[config.mk]
export PLATFORM = sky130hd
export DESIGN_NAME = tmp_seq_ctrl
export DESIGN_NICKNAME = d
export VERILOG_FILES = /design/src/rtl/tmp_seq_ctrl.sv
export SDC_FILE = /design/constraint.sdc
export NUM_CORES = 1
export LEC_CHECK = 0
export ABC_AREA = 1
export CAP_MARGIN = 20
export CORE_ASPECT_RATIO = 1.4
export CORE_MARGIN = 5
export CORE_UTILIZATION = 54
export DETAILED_ROUTE_END_ITERATION = 16
export GPL_ROUTABILITY_DRIVEN = 0
export HOLD_SLACK_MARGIN = 0.1
export PLACE_DENSITY = 0.8
export SYNTH_ARGS = -nofsm -noshare
export SYNTH_HDL_FRONTEND = slang
export SYNTH_SLANG_ARGS = --single-unit
[constraint.sdc]
create_clock -name clk -period 1.8 [get_ports clk]
set_input_delay 0.54 -clock clk [delete_from_list [all_inputs] [get_ports clk]]
set_output_delay 0.54 -clock clk [all_outputs]
set_load 0.05 [all_outputs]
[src/rtl/tmp_seq_ctrl.sv]
// rtl/tmp_seq_ctrl.sv - multi-channel switched-capacitor temperature-sensor phase sequencer
// Optional build macro CMP_SYNC_EN: route cmp through a two-flop synchroniser before use.
module tmp_seq_ctrl #(
  parameter int N_CH         = 4,
  parameter int CNT_W        = 6,
  parameter int PRECHG_CYC   = 11,
  parameter int DIODE_CYC    = 1,
  parameter int BIGDIODE_CYC = 5,
  parameter int SETUP_CYC    = 6,
  parameter int OUT_CYC      = 63,
  localparam int CH_W        = (N_CH > 1) ? $clog2(N_CH) : 1
) (
  input  logic             clk,
  input  logic             reset,
  input  logic             start,
  input  logic             cont,
  input  logic [N_CH-1:0]  ch_en,
  input  logic             cmp,
  output logic             PI1,
  output logic             PI2,
  output logic             PII1,
  output logic             PII2,
  output logic             PA,
  output logic             PB,
  output logic             PC,
  output logic             PD,
  output logic             src_n,
  output logic             snk,
  output logic             cmp_p1,
  output logic             cmp_p2,
  output logic             preChrg,
  output logic             setupBias,
  output logic [N_CH-1:0]  ch_onehot,
  output logic             busy,
  output logic [CNT_W-1:0] result,
  output logic [CH_W-1:0]  result_ch,
  output logic             valid
);

  typedef enum logic [3:0] {
    IDLE, PRECHARGE, BLANK_D, BLANK_BD, DIODE, BIGDIODE, HCHARGE, LCHARGE, OUTPUT
  } state_t;

  localparam logic [CNT_W-1:0] PRE_LAST   = CNT_W'(PRECHG_CYC - 1);
  localparam logic [CNT_W-1:0] DIO_LAST   = CNT_W'(DIODE_CYC - 1);
  localparam logic [CNT_W-1:0] BD_LAST    = CNT_W'(BIGDIODE_CYC - 1);
  localparam logic [CNT_W-1:0] SETUP_LAST = CNT_W'(SETUP_CYC - 1);
  localparam logic [CNT_W-1:0] OUT_LAST   = CNT_W'(OUT_CYC - 1);

  state_t             state_q, state_d, tgt_q, tgt_d;
  logic [CNT_W-1:0]   cnt_q, cnt_d, setup_cnt_q, setup_cnt_d, ones_q, ones_d;
  logic [CNT_W-1:0]   result_q, result_d;
  logic [CH_W-1:0]    ch_q, ch_d, result_ch_q, result_ch_d;
  logic               setup_done_q, setup_done_d, hchg_q, hchg_d, lchg_q, lchg_d;
  logic               valid_q, valid_d, src_n_q, src_n_d, snk_q, snk_d, cmp_p1_q, cmp_p1_d;
  logic [CH_W-1:0]    nxt_ch, low_ch;
  logic               nxt_ok, any_en, cmp_i;

`ifdef CMP_SYNC_EN
  logic cmp_meta_q, cmp_sync_q;
  always_ff @(posedge clk or negedge reset) begin
    if (!reset) begin
      cmp_meta_q <= 1'b0;
      cmp_sync_q <= 1'b0;
    end else begin
      cmp_meta_q <= cmp;
      cmp_sync_q <= cmp_meta_q;
    end
  end
  assign cmp_i = cmp_sync_q;
`else
  assign cmp_i = cmp;
`endif

  // Lowest enabled channel, and the nearest enabled channel above the current one.
  always_comb begin
    nxt_ch = ch_q;
    low_ch = '0;
    nxt_ok = 1'b0;
    any_en = 1'b0;
    for (int i = N_CH - 1; i >= 0; i--) begin
      if (ch_en[i]) begin
        low_ch = CH_W'(i);
        any_en = 1'b1;
        if (i > int'(ch_q)) begin
          nxt_ch = CH_W'(i);
          nxt_ok = 1'b1;
        end
      end
    end
  end

  always_comb begin
    state_d      = state_q;
    tgt_d        = tgt_q;
    setup_cnt_d  = setup_cnt_q;
    setup_done_d = setup_done_q;
    hchg_d       = hchg_q;
    lchg_d       = lchg_q;
    ones_d       = ones_q;
    ch_d         = ch_q;
    result_d     = result_q;
    result_ch_d  = result_ch_q;
    valid_d      = 1'b0;
    src_n_d      = src_n_q;
    snk_d        = snk_q;
    cmp_p1_d     = ~cmp_p1_q;
    case (state_q)
      IDLE: begin
        if (start && any_en) begin
          state_d      = PRECHARGE;
          ch_d         = low_ch;
          setup_done_d = 1'b0;
          setup_cnt_d  = '0;
          hchg_d       = 1'b0;
          lchg_d       = 1'b0;
          ones_d       = '0;
        end
      end
      PRECHARGE: begin
        if (cnt_q >= PRE_LAST) begin
          state_d = BLANK_D;
          tgt_d   = DIODE;
        end
      end
      BLANK_D, BLANK_BD: state_d = tgt_q;
      DIODE: begin
        if (cnt_q >= DIO_LAST) begin
          state_d = BLANK_BD;
          tgt_d   = BIGDIODE;
        end
      end
      BIGDIODE: begin
        if (cmp_i) begin
          src_n_d = ~src_n_q;
          if (ones_q != '1) ones_d = ones_q + CNT_W'(1);
        end else begin
          snk_d = ~snk_q;
          if (!setup_done_q) begin
            if (setup_cnt_q != '1) setup_cnt_d = setup_cnt_q + CNT_W'(1);
            if (setup_cnt_q >= SETUP_LAST) setup_done_d = 1'b1;
          end
        end
        if (cnt_q >= BD_LAST) begin
          if (!setup_done_q) begin
            state_d = BLANK_D;
            tgt_d   = DIODE;
          end else if (cmp_i && !hchg_q) begin
            state_d = BLANK_BD;
            tgt_d   = HCHARGE;
          end else if (!cmp_i && !lchg_q) begin
            state_d = BLANK_BD;
            tgt_d   = LCHARGE;
          end
        end
      end
      HCHARGE: begin
        hchg_d  = 1'b1;
        state_d = lchg_q ? OUTPUT : BLANK_BD;
        tgt_d   = BIGDIODE;
      end
      LCHARGE: begin
        lchg_d  = 1'b1;
        state_d = hchg_q ? OUTPUT : BLANK_BD;
        tgt_d   = BIGDIODE;
      end
      OUTPUT: begin
        hchg_d = 1'b0;
        lchg_d = 1'b0;
        if (cnt_q >= OUT_LAST) begin
          result_d    = ones_q;
          result_ch_d = ch_q;
          valid_d     = 1'b1;
          ones_d      = '0;
          tgt_d       = DIODE;
          if (nxt_ok) begin
            ch_d    = nxt_ch;
            state_d = BLANK_D;
          end else if (cont && any_en) begin
            ch_d    = low_ch;
            state_d = BLANK_D;
          end else begin
            state_d = IDLE;
          end
        end
      end
      default: state_d = IDLE;
    endcase
    if (state_d == IDLE) begin
      src_n_d = 1'b0;
      snk_d   = 1'b0;
    end
    // Phase counter restarts on every state change and saturates while a state lingers.
    if (state_d != state_q) cnt_d = '0;
    else if (cnt_q != '1)   cnt_d = cnt_q + CNT_W'(1);
    else                    cnt_d = cnt_q;
  end

  always_ff @(posedge clk or negedge reset) begin
    if (!reset) begin
      state_q      <= IDLE;
      tgt_q        <= DIODE;
      cnt_q        <= '0;
      setup_cnt_q  <= '0;
      setup_done_q <= 1'b0;
      hchg_q       <= 1'b0;
      lchg_q       <= 1'b0;
      ones_q       <= '0;
      ch_q         <= '0;
      result_q     <= '0;
      result_ch_q  <= '0;
      valid_q      <= 1'b0;
      src_n_q      <= 1'b0;
      snk_q        <= 1'b0;
      cmp_p1_q     <= 1'b0;
    end else begin
      state_q      <= state_d;
      tgt_q        <= tgt_d;
      cnt_q        <= cnt_d;
      setup_cnt_q  <= setup_cnt_d;
      setup_done_q <= setup_done_d;
      hchg_q       <= hchg_d;
      lchg_q       <= lchg_d;
      ones_q       <= ones_d;
      ch_q         <= ch_d;
      result_q     <= result_d;
      result_ch_q  <= result_ch_d;
      valid_q      <= valid_d;
      src_n_q      <= src_n_d;
      snk_q        <= snk_d;
      cmp_p1_q     <= cmp_p1_d;
    end
  end

  always_comb begin
    {PI1, PI2, PII1, PII2, PA, PB, PC, PD, preChrg} = '0;
    case (state_q)
      PRECHARGE: {preChrg, PB, PC, PD} = 4'b1111;
      DIODE:     {PII1, PII2}          = 2'b11;
      BIGDIODE:  {PI1, PI2}            = 2'b11;
      HCHARGE:   {PA, PB}              = 2'b11;
      LCHARGE:   {PA, PC}              = 2'b11;
      OUTPUT:    {PA, PB, PC, PD}      = 4'b1111;
      default:   ;
    endcase
    busy      = (state_q != IDLE);
    setupBias = busy && !setup_done_q;
    ch_onehot = '0;
    if (busy) ch_onehot[ch_q] = 1'b1;
  end

  assign src_n     = src_n_q;
  assign snk       = snk_q;
  assign cmp_p1    = cmp_p1_q;
  assign cmp_p2    = ~cmp_p1_q;
  assign result    = result_q;
  assign result_ch = result_ch_q;
  assign valid     = valid_q;

endmodule

==> metrics <==
Highest Clock Rate a little under 500 MHz; Worst Setup SP state_q[1]; Pwr Total slightly below 6000 uW; core area roughly 4500 um2; Least-Margin Pin Slew between 0.4 and 0.5 ns; RSZ-0062 raised after global routing true; synthesized cell area between 2000 and 2500 um2; Ports 37; first-pass GRT wire length around 11 mm; Setup-failing EPs final 26; Worst IR Drop VDD around 0.00099 V; WL final approximately 8.7 mm; setup slack, reg-to-reg -0.07 ns; vias after detailed routing 2,801; fin crit period 2.05 ns; Crit Path Category reg -> out; die height 89.7 um; Yosys reg bits a little over 40; Vias/cell between 5 and 6; Final Cycle Share 1.14; worst r2r dst cnt_q[3]; Syn-to-layout area delta 57.5%; reg2reg start state_q[1]; CTS Hold Buffers Added 0; arrival time worst endpoint 1.51 ns; Slew Viols, Final 0; Buffers & Inverters on Critical Path 4; post-detail-place hpwl 4.68 mm; Largest stage delay, worst path about 0.44 ns; crit path to PC; syn_nets 358; footprint of the multi-input gates between 1000 and 1500 um2; grt total ovfl 0; Worst Hold Class in -> async; drt first pass iters 5; Root Buffer clkbuf_8; Std-Cell Rows 29; initial antenna violation count 0; Remaining DRCs 0; total die area ~6000 um2; Gate Count Post-Synth 343; cell family contributing the most delay on the critical path buffers and inverters; outcome complete, but fails checks; Chip Width around 67 um; drt wl/cell around 18 um; H-tree depth 2; CTS sink count between 40 and 50; Initial DRC Count around 300; failing checks negative setup slack; Final Hold Fails 0; register area between 1000 and 1500 um2; Startpoint Class flip-flop; Max-slew headroom 0.690; buffer levels on the longest clock path 2; Crit path depth 7; CP required approximately 1.3 ns; # fillers around 220; PwrDens about 1500 nW/um2; slowest CP cell dfrtp_1; average size of a mapped cell approximately 7.1 um2; static leakage power 0.00188 uW; fin worst setup slack -0.250 ns; Post-DRT Antenna Nets 0; Clk Latency, worst-skew pair 0.30 ns; antenna diode count 0; Setup Skew 0.00899 ns; Crit path top cell by count inv_4; post-synthesis sequential area ratio 0.419; Starting Density 0.549; vias in the first global route 2,596; Max FO, Critical Path 4; FF-to-FF path depth 13; maximum number of pins on one net before global-route repair 26; Clock transition at path regs ~0.080 ns; Overall Global Routing Usage 0.241; Cell Chain, Critical Path inv_4 -> nand2_4 -> buf_6 -> nor2_4 -> inv_4 -> nand3_4 -> buf_12; total CTS buffers 5; Synth cell types 28; DP Area approximately 3300 um2; yosys warns 0; nets@finish approximately 440; fraction of layout cells with a size suffix above 1 0.355; Finished Cell Area between 3000 and 4000 um2; input/output buffers 36; CP Capture Type output pin; Max Cap Violations 0; CTS tree yes
-- final cells by class --
cell class              instances  area share
well taps                      62      0.0201
flip-flops and latches         41       0.267
clock buffers                   7      0.0224
multi-input cells             253       0.388
clock inverters                 1     0.00778
repair buffers                 82       0.248
inverters                      44      0.0464
-- worst min-delay path by stage --
stage           endpoint  slack [ns]  depth (start not counted)
6_report        tgt_q[1]        0.18                          1
5_1_grt              snk        0.21                          1
4_1_cts           lchg_q        0.18                          1
3_5_place_dp      cmp_p1        0.47                          1
3_3_place_gp   result[5]        0.46                          2
2_1_floorplan    ch_q[0]        0.24                          0
-- registers in the layout, summed over array words and instances (netlist names), 2 cells and up --
register     cells
tgt_q            2
result_ch        2
result           6
ones_q           6
ch_q             2
state_q          4
cnt_q            6
setup_cnt_q      6
-- metrics by stage --
stage	TNS, ns	instances	utilization	worst slack (ns)	hold WS [ns]
global route	-6.37	490	0.864	-0.319	0.212
finish	-3.97	490	0.864	-0.250	0.178
CTS	-2.19	479	0.809	-0.165	0.178
floorplan	-0.838	343	-	-0.142	0.244
global placement	-4.68	464	0.742	-0.268	0.459
detailed placement	-5.22	464	0.742	-0.271	0.474
-- where the power goes --
| group | switching [uW] | internal, uW | leakage [uW] | total, uW |
|---|---|---|---|---|
| Combinational | 2160 | 1640 | 0.00126 | 3800 |
| Sequential | 163 | 1040 | 0.000556 | 1200 |
| Clock | 328 | 452 | 0.0000585 | 780 |
-- routing by layer --
metal	track usage	routed length [um]
met5	0	0
met4	0.148	569
met3	0.0386	545
met2	0.442	4480
met1	0.255	3060
-- cell families (layout without fill, tap and decap cells) --
family          Yosys count  in the layout  share of synthesized area
fa+ha+maj                 6              6                     0.0306
xor+xnor                 10             10                     0.0357
compound gates           47             47                      0.104
flops                    41             41                      0.419
buf+inv                  49            134                     0.0807
simple gates            190            190                      0.330
-- placed cells by master, fill, tap and decap left out, drive strengths merged --
cell,instances
o21bai,1
nand3b,2
dlymetal6s2s,1
xor2,6
nand3,21
nor2,52
or2,1
clkbuf,7
a31o,1
o31ai,1
o211ai,2
clkinvlp,1
clkdlybuf4s50,6
nand2,102
inv,43
ha,6
o22ai,1
nand4,4
xnor2,4
buf,75
nor3,8
o21ai,35
dfrtp,41
a21oi,6
bufinv,1
-- repair_timing --
item,4_1_cts,5_1_grt
buffers inserted,7,11
cloned,0,1
setup endpoints to repair,15,39
pin swaps,4,12
gates resized for setup,34,53
-- worst register-to-register path: cells and delay by family, from the launching register on --
family	cells	cell delay, ns
buffers and inverters	4	0.52
flip-flops	1	0.44
AND/OR/NAND/NOR	9	0.80
-- cell usage after synthesis --
cell | number | area share
nand2_1 | 100 | 0.15
nor2_1 | 46 | 0.070
dfrtp_1 | 41 | 0.42
inv_1 | 41 | 0.063
o21ai_0 | 29 | 0.059
nand3_1 | 21 | 0.043
ha_1 | 6 | 0.031
nor3_1 | 6 | 0.012
o21ai_1 | 6 | 0.012
xor2_1 | 6 | 0.021
a21oi_1 | 5 | 0.010
nand4_1 | 4 | 0.010
nor2_2 | 4 | 0.010
xnor2_1 | 4 | 0.014
buf_4 | 3 | 0.0092
inv_2 | 3 | 0.0046
buf_2 | 2 | 0.0041
nand2_2 | 2 | 0.0051
nand3b_1 | 2 | 0.0061
nor2_4 | 2 | 0.0092
nor3_2 | 2 | 0.0082
o211ai_1 | 2 | 0.0061
a21oi_2 | 1 | 0.0036
a31o_2 | 1 | 0.0036
o21bai_1 | 1 | 0.0031
o22ai_1 | 1 | 0.0026
o31ai_1 | 1 | 0.0031
or2_1 | 1 | 0.0026
Power figures use the tool's default switching activity.
